**src/rtl/pmem_scheduler.sv**
```systemverilog
// pmem_scheduler: registered three-way arbiter for the single physical-memory
// port. One 256-bit line transaction is outstanding at a time; the winner's
// address/command/data are captured into registers that drive pmem directly.
// Priority is dcache > icache > prefetch, with an icache anti-starvation
// override after STARVE_LIMIT dcache grants taken while icache was waiting.
module pmem_scheduler #(
    parameter int STARVE_LIMIT = 4
) (
    input  logic         clk,
    input  logic         rst,
    input  logic [31:0]  icache_address,
    input  logic         icache_read,
    output logic         icache_resp,
    output logic [255:0] icache_rdata,
    input  logic [31:0]  dcache_address,
    input  logic         dcache_read,
    input  logic         dcache_write,
    input  logic [255:0] dcache_wdata,
    output logic         dcache_resp,
    output logic [255:0] dcache_rdata,
    input  logic [31:0]  pf_address,
    input  logic         pf_read,
    output logic         pf_resp,
    output logic [255:0] pf_rdata,
    input  logic         pmem_resp,
    input  logic [255:0] pmem_rdata,
    output logic [31:0]  pmem_address,
    output logic         pmem_read,
    output logic         pmem_write,
    output logic [255:0] pmem_wdata
);

    typedef enum logic [2:0] {
        IDLE    = 3'd0,
        BUSY_I  = 3'd1,
        BUSY_D  = 3'd2,
        BUSY_P  = 3'd3,
        RELEASE = 3'd4
    } state_t;

    localparam logic [3:0] LIMIT = 4'(STARVE_LIMIT);

    state_t         state_reg, state_next;
    logic [3:0]     starve_cnt_reg, starve_cnt_next;
    logic [31:0]    addr_reg, addr_next;
    logic           read_reg, read_next;
    logic           write_reg, write_next;
    logic [255:0]   wdata_reg, wdata_next;

    // State, starvation counter and the captured pmem command registers.
    always_ff @(posedge clk or posedge rst) begin
        if (rst) begin
            state_reg      <= IDLE;
            starve_cnt_reg <= 4'd0;
            addr_reg       <= 32'd0;
            read_reg       <= 1'b0;
            write_reg      <= 1'b0;
            wdata_reg      <= 256'd0;
        end else begin
            state_reg      <= state_next;
            starve_cnt_reg <= starve_cnt_next;
            addr_reg       <= addr_next;
            read_reg       <= read_next;
            write_reg      <= write_next;
            wdata_reg      <= wdata_next;
        end
    end

    // Arbitration in IDLE, completion detection in BUSY_x, one-cycle RELEASE.
    always_comb begin
        state_next      = state_reg;
        starve_cnt_next = starve_cnt_reg;
        addr_next       = addr_reg;
        read_next       = read_reg;
        write_next      = write_reg;
        wdata_next      = wdata_reg;
        case (state_reg)
            IDLE: begin
                if ((starve_cnt_reg == LIMIT) && icache_read) begin
                    state_next      = BUSY_I;
                    addr_next       = icache_address;
                    read_next       = 1'b1;
                    write_next      = 1'b0;
                    wdata_next      = 256'd0;
                    starve_cnt_next = 4'd0;
                end else if (dcache_read || dcache_write) begin
                    state_next = BUSY_D;
                    addr_next  = dcache_address;
                    read_next  = dcache_read;
                    write_next = dcache_write;
                    wdata_next = dcache_wdata;
                    // Count only grants that actually made icache wait.
                    if (icache_read && (starve_cnt_reg != LIMIT))
                        starve_cnt_next = starve_cnt_reg + 4'd1;
                end else if (icache_read) begin
                    state_next      = BUSY_I;
                    addr_next       = icache_address;
                    read_next       = 1'b1;
                    write_next      = 1'b0;
                    wdata_next      = 256'd0;
                    starve_cnt_next = 4'd0;
                end else if (pf_read) begin
                    state_next = BUSY_P;
                    addr_next  = pf_address;
                    read_next  = 1'b1;
                    write_next = 1'b0;
                    wdata_next = 256'd0;
                end
            end
            BUSY_I, BUSY_D, BUSY_P: begin
                if (pmem_resp) begin
                    read_next  = 1'b0;
                    write_next = 1'b0;
                    state_next = RELEASE;
                end
            end
            RELEASE: state_next = IDLE;
            default: state_next = IDLE;
        endcase
    end

    // Responses are steered combinationally to the current owner only, so a
    // stray pmem_resp outside a BUSY state reaches nobody.
    assign icache_resp  = (state_reg == BUSY_I) && pmem_resp;
    assign dcache_resp  = (state_reg == BUSY_D) && pmem_resp;
    assign pf_resp      = (state_reg == BUSY_P) && pmem_resp;
    assign icache_rdata = icache_resp ? pmem_rdata : 256'd0;
    assign dcache_rdata = dcache_resp ? pmem_rdata : 256'd0;
    assign pf_rdata     = pf_resp     ? pmem_rdata : 256'd0;

    assign pmem_address = addr_reg;
    assign pmem_read    = read_reg;
    assign pmem_write   = write_reg;
    assign pmem_wdata   = wdata_reg;

    // dcache must never issue a read and a write in the same cycle.
    a_dcache_rw_exclusive: assert property (@(posedge clk) disable iff (rst)
        !(dcache_read && dcache_write));

endmodule

```
**config.mk**
```make
export PLATFORM = sky130hd
export DESIGN_NAME = pmem_scheduler
export DESIGN_NICKNAME = d
export VERILOG_FILES = /design/src/rtl/pmem_scheduler.sv
export SDC_FILE = /design/constraint.sdc
export NUM_CORES = 1
export LEC_CHECK = 0
export BUFFER_PORTS_ARGS = -buffer_cell sky130_fd_sc_hd__buf_2
export CORE_AREA = 2 2 658 660
export DETAILED_ROUTE_END_ITERATION = 10
export DIE_AREA = 0 0 660 662
export HOLD_SLACK_MARGIN = 0.15
export PLACE_DENSITY_LB_ADDON = 0.12
export SETUP_SLACK_MARGIN = 0.3
export SLEW_MARGIN = 20
export SYNTH_ARGS = -nofsm -noshare
export SYNTH_HDL_FRONTEND = slang
export SYNTH_SLANG_ARGS = --single-unit
```
**constraint.sdc**
```tcl
create_clock -name clk -period 13.15 [get_ports clk]
set_clock_uncertainty 0.2 [all_clocks]
set_input_delay 0.6575 -clock clk [delete_from_list [all_inputs] [get_ports clk]]
set_output_delay 0.6575 -clock clk [all_outputs]
set_load 0.02 [all_outputs]
```
After elaboration in Yosys (flattened, before gate mapping)
Cells that the tools add are included.
- muxes and demuxes: 32
- equal/unequal tests: 8
- add/subtract/negate cells: 1
- reduce and logical (&&, ||, !) cells: 15
- operators by type and width (operator ; number):
    two-way mux 256 bit ; 7
    two-way mux 32 bit ; 4
    two-way mux 4 bit ; 4
    two-way mux 3 bit ; 5
    two-way mux 1 bit ; 9
    equality test 3 x 2 -> 1 bit (second input constant) ; 2
    one-hot mux 3 bit (2 select lines) ; 1
    AND reduction 3 bit ; 2
    logical AND 1 bit ; 5
    != test 5 bit (second input constant) ; 1
    adder 4 x 1 -> 4 bit (second input constant) ; 1
    equality test 4 x 3 -> 1 bit (second input constant) ; 1
    != test 4 x 3 -> 1 bit (second input constant) ; 1
    one-hot mux 1 bit (2 select lines) ; 2
    AND reduction 2 bit ; 2
    nonzero test 4 bit ; 1
    equality test 3 x 1 -> 1 bit (second input constant) ; 1
    zero test 3 bit ; 1
    != test 3 x 2 -> 1 bit (second input constant) ; 1
    nonzero test 3 bit ; 1
    OR reduction 3 bit ; 1
    != test 2 bit (second input constant) ; 1
    nonzero test 2 bit ; 1
    logical OR 1 bit ; 1
- output and inout port bits: 1061
- logic and storage cells: 62
- bits of input ports: 615
- register bits: 297

Depth between registers and ports, before layout
- depth after elaboration: 5
- depth in mapped cells: 7
- mapped depth without buffers: 5

Worst setup path before layout
OpenSTA, ideal clock, no wires.
- kind: input port to output port
- from: input port pmem_resp
- to: output port pf_rdata[216]
- path buffers: 3
- data arrival time: 1666 ps
- required time: 12292 ps
- slack: 10626 ps
- stages: 5
- cells stage by stage: and4_1 -> clkbuf_1 -> clkbuf_1 -> clkbuf_1 -> and2_1
- word-level cells in the longest chain between the ends: 2
- ends and longest elaborated chain (what ; RTL line ; source):
    start: declaration ; 25 ; input logic pmem_resp,
    logical AND 1 bit ; 126 ; assign pf_resp = (state_reg == BUSY_P) && pmem_resp;
    two-way mux 256 bit ; 129 ; assign pf_rdata = pf_resp ? pmem_rdata : 256'd0;
    end: declaration ; 24 ; output logic [255:0] pf_rdata,
No other way between the ends.

Final worst setup path
- from: input port pmem_resp
- to: output port icache_rdata[164]
- word-level cells in the longest chain between the ends: 2
- ends and longest elaborated chain (what ; RTL line ; source):
    logical AND 1 bit ; 124 ; assign icache_resp = (state_reg == BUSY_I) && pmem_resp;
    two-way mux 256 bit ; 127 ; assign icache_rdata = icache_resp ? pmem_rdata : 256'd0;
    end: declaration ; 14 ; output logic [255:0] icache_rdata,
No other way between the ends.

==> run summary <==
CRITICAL PATH
---------------------------------------------------------------------------------------
Crit path arrival time                                                          4.59 ns
Worst Reg2Reg Path Length in Cells                                                    7
Most numerous cell on the critical path                                    sky130_fd_sc_hd__buf_4
Delay contributed by the slowest stage of the critical path                     0.76 ns
Worst flop-to-flop path startpoint                                         state_reg[1]
Worst-path cell chain                                                      dlygate4sd3_1 -> buf_2 -> and4bb_4 -> buf_4 -> buf_4 -> buf_4 -> and2_1 -> buf_2
Start-to-end type of the worst setup path                                  input port to output port
Reg2reg end                                                                pmem_wdata[181]
Slack of the worst reg-to-reg path                                              9.13 ns
Largest fanout of any net on the critical path                                       98
Crit. End Element                                                           output port
Crit-path slowest cell                                                     sky130_fd_sc_hd__dlygate4sd3_1
Required time worst endpoint                                                   12.29 ns
Worst setup SP type                                                          input port

RUN STATUS
---------------------------------------------------------------------------------------
Result of the run                                                          complete, no violations

CLOCK NETWORK
---------------------------------------------------------------------------------------
Clock sink count                                                                    297
TritonCTS buffer count                                                               43
Buffer cell driving the clock tree root                                    sky130_fd_sc_hd__clkbuf_16
Cts repair resizes                                                                    0
Clock transition at the registers of the reported paths                         0.06 ns
Depth of the CTS H-tree                                                               2
Clock tree from TritonCTS                                                         built
Buffer count from post-CTS setup fixing                                               0
Max Buffers Root-to-Sink                                                              3
Clock latency of the later-clocked register in the worst-skew pair              0.63 ns
Hold buffer count at CTS                                                            320

LOGIC SYNTHESIS
---------------------------------------------------------------------------------------
Share of flip-flops with an asynchronous set or reset after synthesis            100.0%
Synth Cell Area                                                             0.01666 mm2
Most used DFF post-synth                                                   sky130_fd_sc_hd__dfrtp_1
Mean instance size in the synthesized netlist                                 9.733 um2
Warning count from the yosys run                                                      0
Number of enable-type register cells in the synthesized netlist                       0
Distinct cells, synth                                                                41
Yosys reg bits                                                                      297
Post-synthesis cell type with the largest combined area                    sky130_fd_sc_hd__dfrtp_1
Nets in the synthesized netlist                                                    2329
Cells after synthesis                                                              1712
Fraction of post-synthesis cell area in the top cell type by area                44.60%
Most area-consuming cells after synthesis                                  sky130_fd_sc_hd__dfrtp_1 45%, sky130_fd_sc_hd__and2_1 29%, sky130_fd_sc_hd__a22o_1 14%, sky130_fd_sc_hd__clkbuf_1 2.6%, sky130_fd_sc_hd__a41oi_1 1.7%
Portion of the post-synthesis area used by sequential elements                   44.60%

GLOBAL ROUTING
---------------------------------------------------------------------------------------
Wire length of the first global-routing pass                                  312600 um
Gr ovfl total                                                                         0
Number of antenna violations at the first check in global routing                   232
GRT Util Overall                                                                 11.42%
Pin count of the biggest net entering global routing                                159
Via count of the first global-routing pass                                        23150

PLACED DESIGN
---------------------------------------------------------------------------------------
Post-Place Cell Area                                                        0.03165 mm2
Detailed Place HPWL                                                           228600 um
Gp weighted congestion                                                           0.8143
Port buffer count                                                                  1675

DIE
---------------------------------------------------------------------------------------
Standard cell core area                                                      0.4297 mm2
DIE AREA                                                                     0.4369 mm2
# IOs                                                                              1676
Starting density of the core                                                     3.878%
Standard-cell row count                                                             241
Die outline height                                                               662 um
DIE WIDTH                                                                        660 um

TIMING
---------------------------------------------------------------------------------------
Final-report hold violation count                                                     0
Final cycle utilization of the critical path                                     41.40%
Setup_tns                                                                          0 ns
Slew at the pin with the worst max-slew slack                                 0.9720 ns
Max-slew violation total from the final report                                        0
Final min period                                                               5.444 ns
Slew Limit Headroom                                                              35.20%
Number of failing setup endpoints in the final timing report                          0
FMAX                                                                         0.1837 GHz
Unrepaired setup endpoints after global routing                                   false

ROUTING
---------------------------------------------------------------------------------------
Routed length per instance                                                     27.89 um
Router iterations before antenna repair                                               5
Final WL                                                                      262100 um
Mean number of vias per cell                                                      2.401
Number of vias in the routed layout                                               22550
Post-detailed-route count of antenna-violating nets                                   0
Count of unresolved DRC violations after routing                                      0
Number of violations reported at the end of detailed-routing iteration 0           1150

FINAL LAYOUT
---------------------------------------------------------------------------------------
Area used by sequential logic in the layout                                0.007432 mm2
Filler Cells Inserted                                                             50570
Highest-count cells in the layout ignoring fill and taps                   1675 x sky130_fd_sc_hd__buf_2, 768 x sky130_fd_sc_hd__and2_1, 320 x sky130_fd_sc_hd__dlygate4sd3_1
Final std cell area, no fill                                                0.03652 mm2
Number of flip-flops under the largest register name                                256
Proportion of layout cells with a drive suffix above 1                           49.09%
Commonest non-fill, non-tap cell in the layout                             sky130_fd_sc_hd__buf_2
Multi-input gate area                                                      0.008422 mm2
Post-synthesis to final-layout area growth                                       119.2%
Final layout net count                                                             4217
Final core utilization                                                           8.500%

MIN PATH
---------------------------------------------------------------------------------------
Hold depth                                                                            3
Type of the tightest min-delay check                                       input port to flip-flop
Start point of the worst min-delay path                                    pf_address[5]
Worst Hold End                                                             pmem_address[5]

PWR
---------------------------------------------------------------------------------------
IR drop worst, VDD                                                             140.3 uV
Power density over the cells                                               184.8 mW/mm2
Leakage component of the power                                               0.01746 uW

FLOW RUN
---------------------------------------------------------------------------------------
Number of maximum-capacitance constraint violations                                   0

[logic make-up after synthesis]
| group | count (synthesis) | share of synthesized area, % |
|---|---|---|
| adders and majority gates | 2 | 0.1502 |
| AOI/OAI and AO/OA | 399 | 19.18 |
| buffers and inverters | 187 | 5.076 |
| and+or+nand+nor | 827 | 30.99 |
| DFF | 297 | 44.60 |
[report_power, final]
part | total [uW] | internal, uW | switching (uW)
sequential | 1600 | 1340 | 261
combinational | 3840 | 1230 | 2610
clock | 1300 | 759 | 541
total | 6750 | 3340 | 3410
[layer usage]
metal  GRT usage (%)  wire length [um]  vias to the layer above
met1           11.53             89710                    11020
met2           22.96            146100                     1424
met4           3.656             10470                       20
li1                -                 -                     9708
met3           2.368             15680                      386
met5               0               127                        -
[metrics by stage]
stage	std cells	total power, uW	setup slack [ns]	hold slack [ns]
CTS	9342	7020	7.543	0.1568
global placement	8943	5458	8.217	0.2835
detailed placement	8943	5443	8.175	0.2852
floorplan	1712	3504	4.088	0.2933
global route	9371	7206	7.421	0.1908
finish	9395	6750	7.706	0.2242
[how the worst max path moves through the flow]
| stage | startpoint | to | slack, ns | depth (start not counted) |
|---|---|---|---|---|
| after floorplan | rst | pmem_address[0] | 4.09 | 1 |
| after global placement | icache_read | pmem_wdata[154] | 8.22 | 8 |
| after detailed placement | icache_read | pmem_wdata[171] | 8.17 | 8 |
| after CTS | pmem_resp | icache_rdata[164] | 7.54 | 8 |
| after global routing | pmem_resp | icache_rdata[164] | 7.42 | 8 |
| final | pmem_resp | icache_rdata[164] | 7.71 | 8 |
[final cells by class]
cell class	instances	area share, %
repair buffers	2023	32.51
multi-input cells	1228	23.06
flip-flops and latches	297	20.35
well taps	5710	19.56
clock buffers	65	3.535
clock inverters	14	0.5413
diodes	51	0.3494
inverters	7	0.09250
[cells in the mapped netlist, types with 2 or more instances]
library cell	number
sky130_fd_sc_hd__a21oi_1	34
sky130_fd_sc_hd__a22o_1	258
sky130_fd_sc_hd__a41oi_1	32
sky130_fd_sc_hd__and2_1	768
sky130_fd_sc_hd__and4bb_2	2
sky130_fd_sc_hd__buf_1	5
sky130_fd_sc_hd__buf_2	46
sky130_fd_sc_hd__buf_4	3
sky130_fd_sc_hd__buf_6	10
sky130_fd_sc_hd__clkbuf_1	116
sky130_fd_sc_hd__dfrtp_1	297
sky130_fd_sc_hd__ha_1	2
sky130_fd_sc_hd__inv_1	7
sky130_fd_sc_hd__nand2_1	3
sky130_fd_sc_hd__nand3_1	32
sky130_fd_sc_hd__nor2_1	3
sky130_fd_sc_hd__nor3_1	3
sky130_fd_sc_hd__o211ai_1	33
sky130_fd_sc_hd__o21ai_0	35
sky130_fd_sc_hd__o311ai_0	2
[worst max-delay path, delay by kind of cell]
| kind | cells | cell delay [ns] |
|---|---|---|
| buffers and inverters | 6 | 2.73 |
| and+or+nand+nor | 2 | 0.94 |
Power figures use the tool's default switching activity.
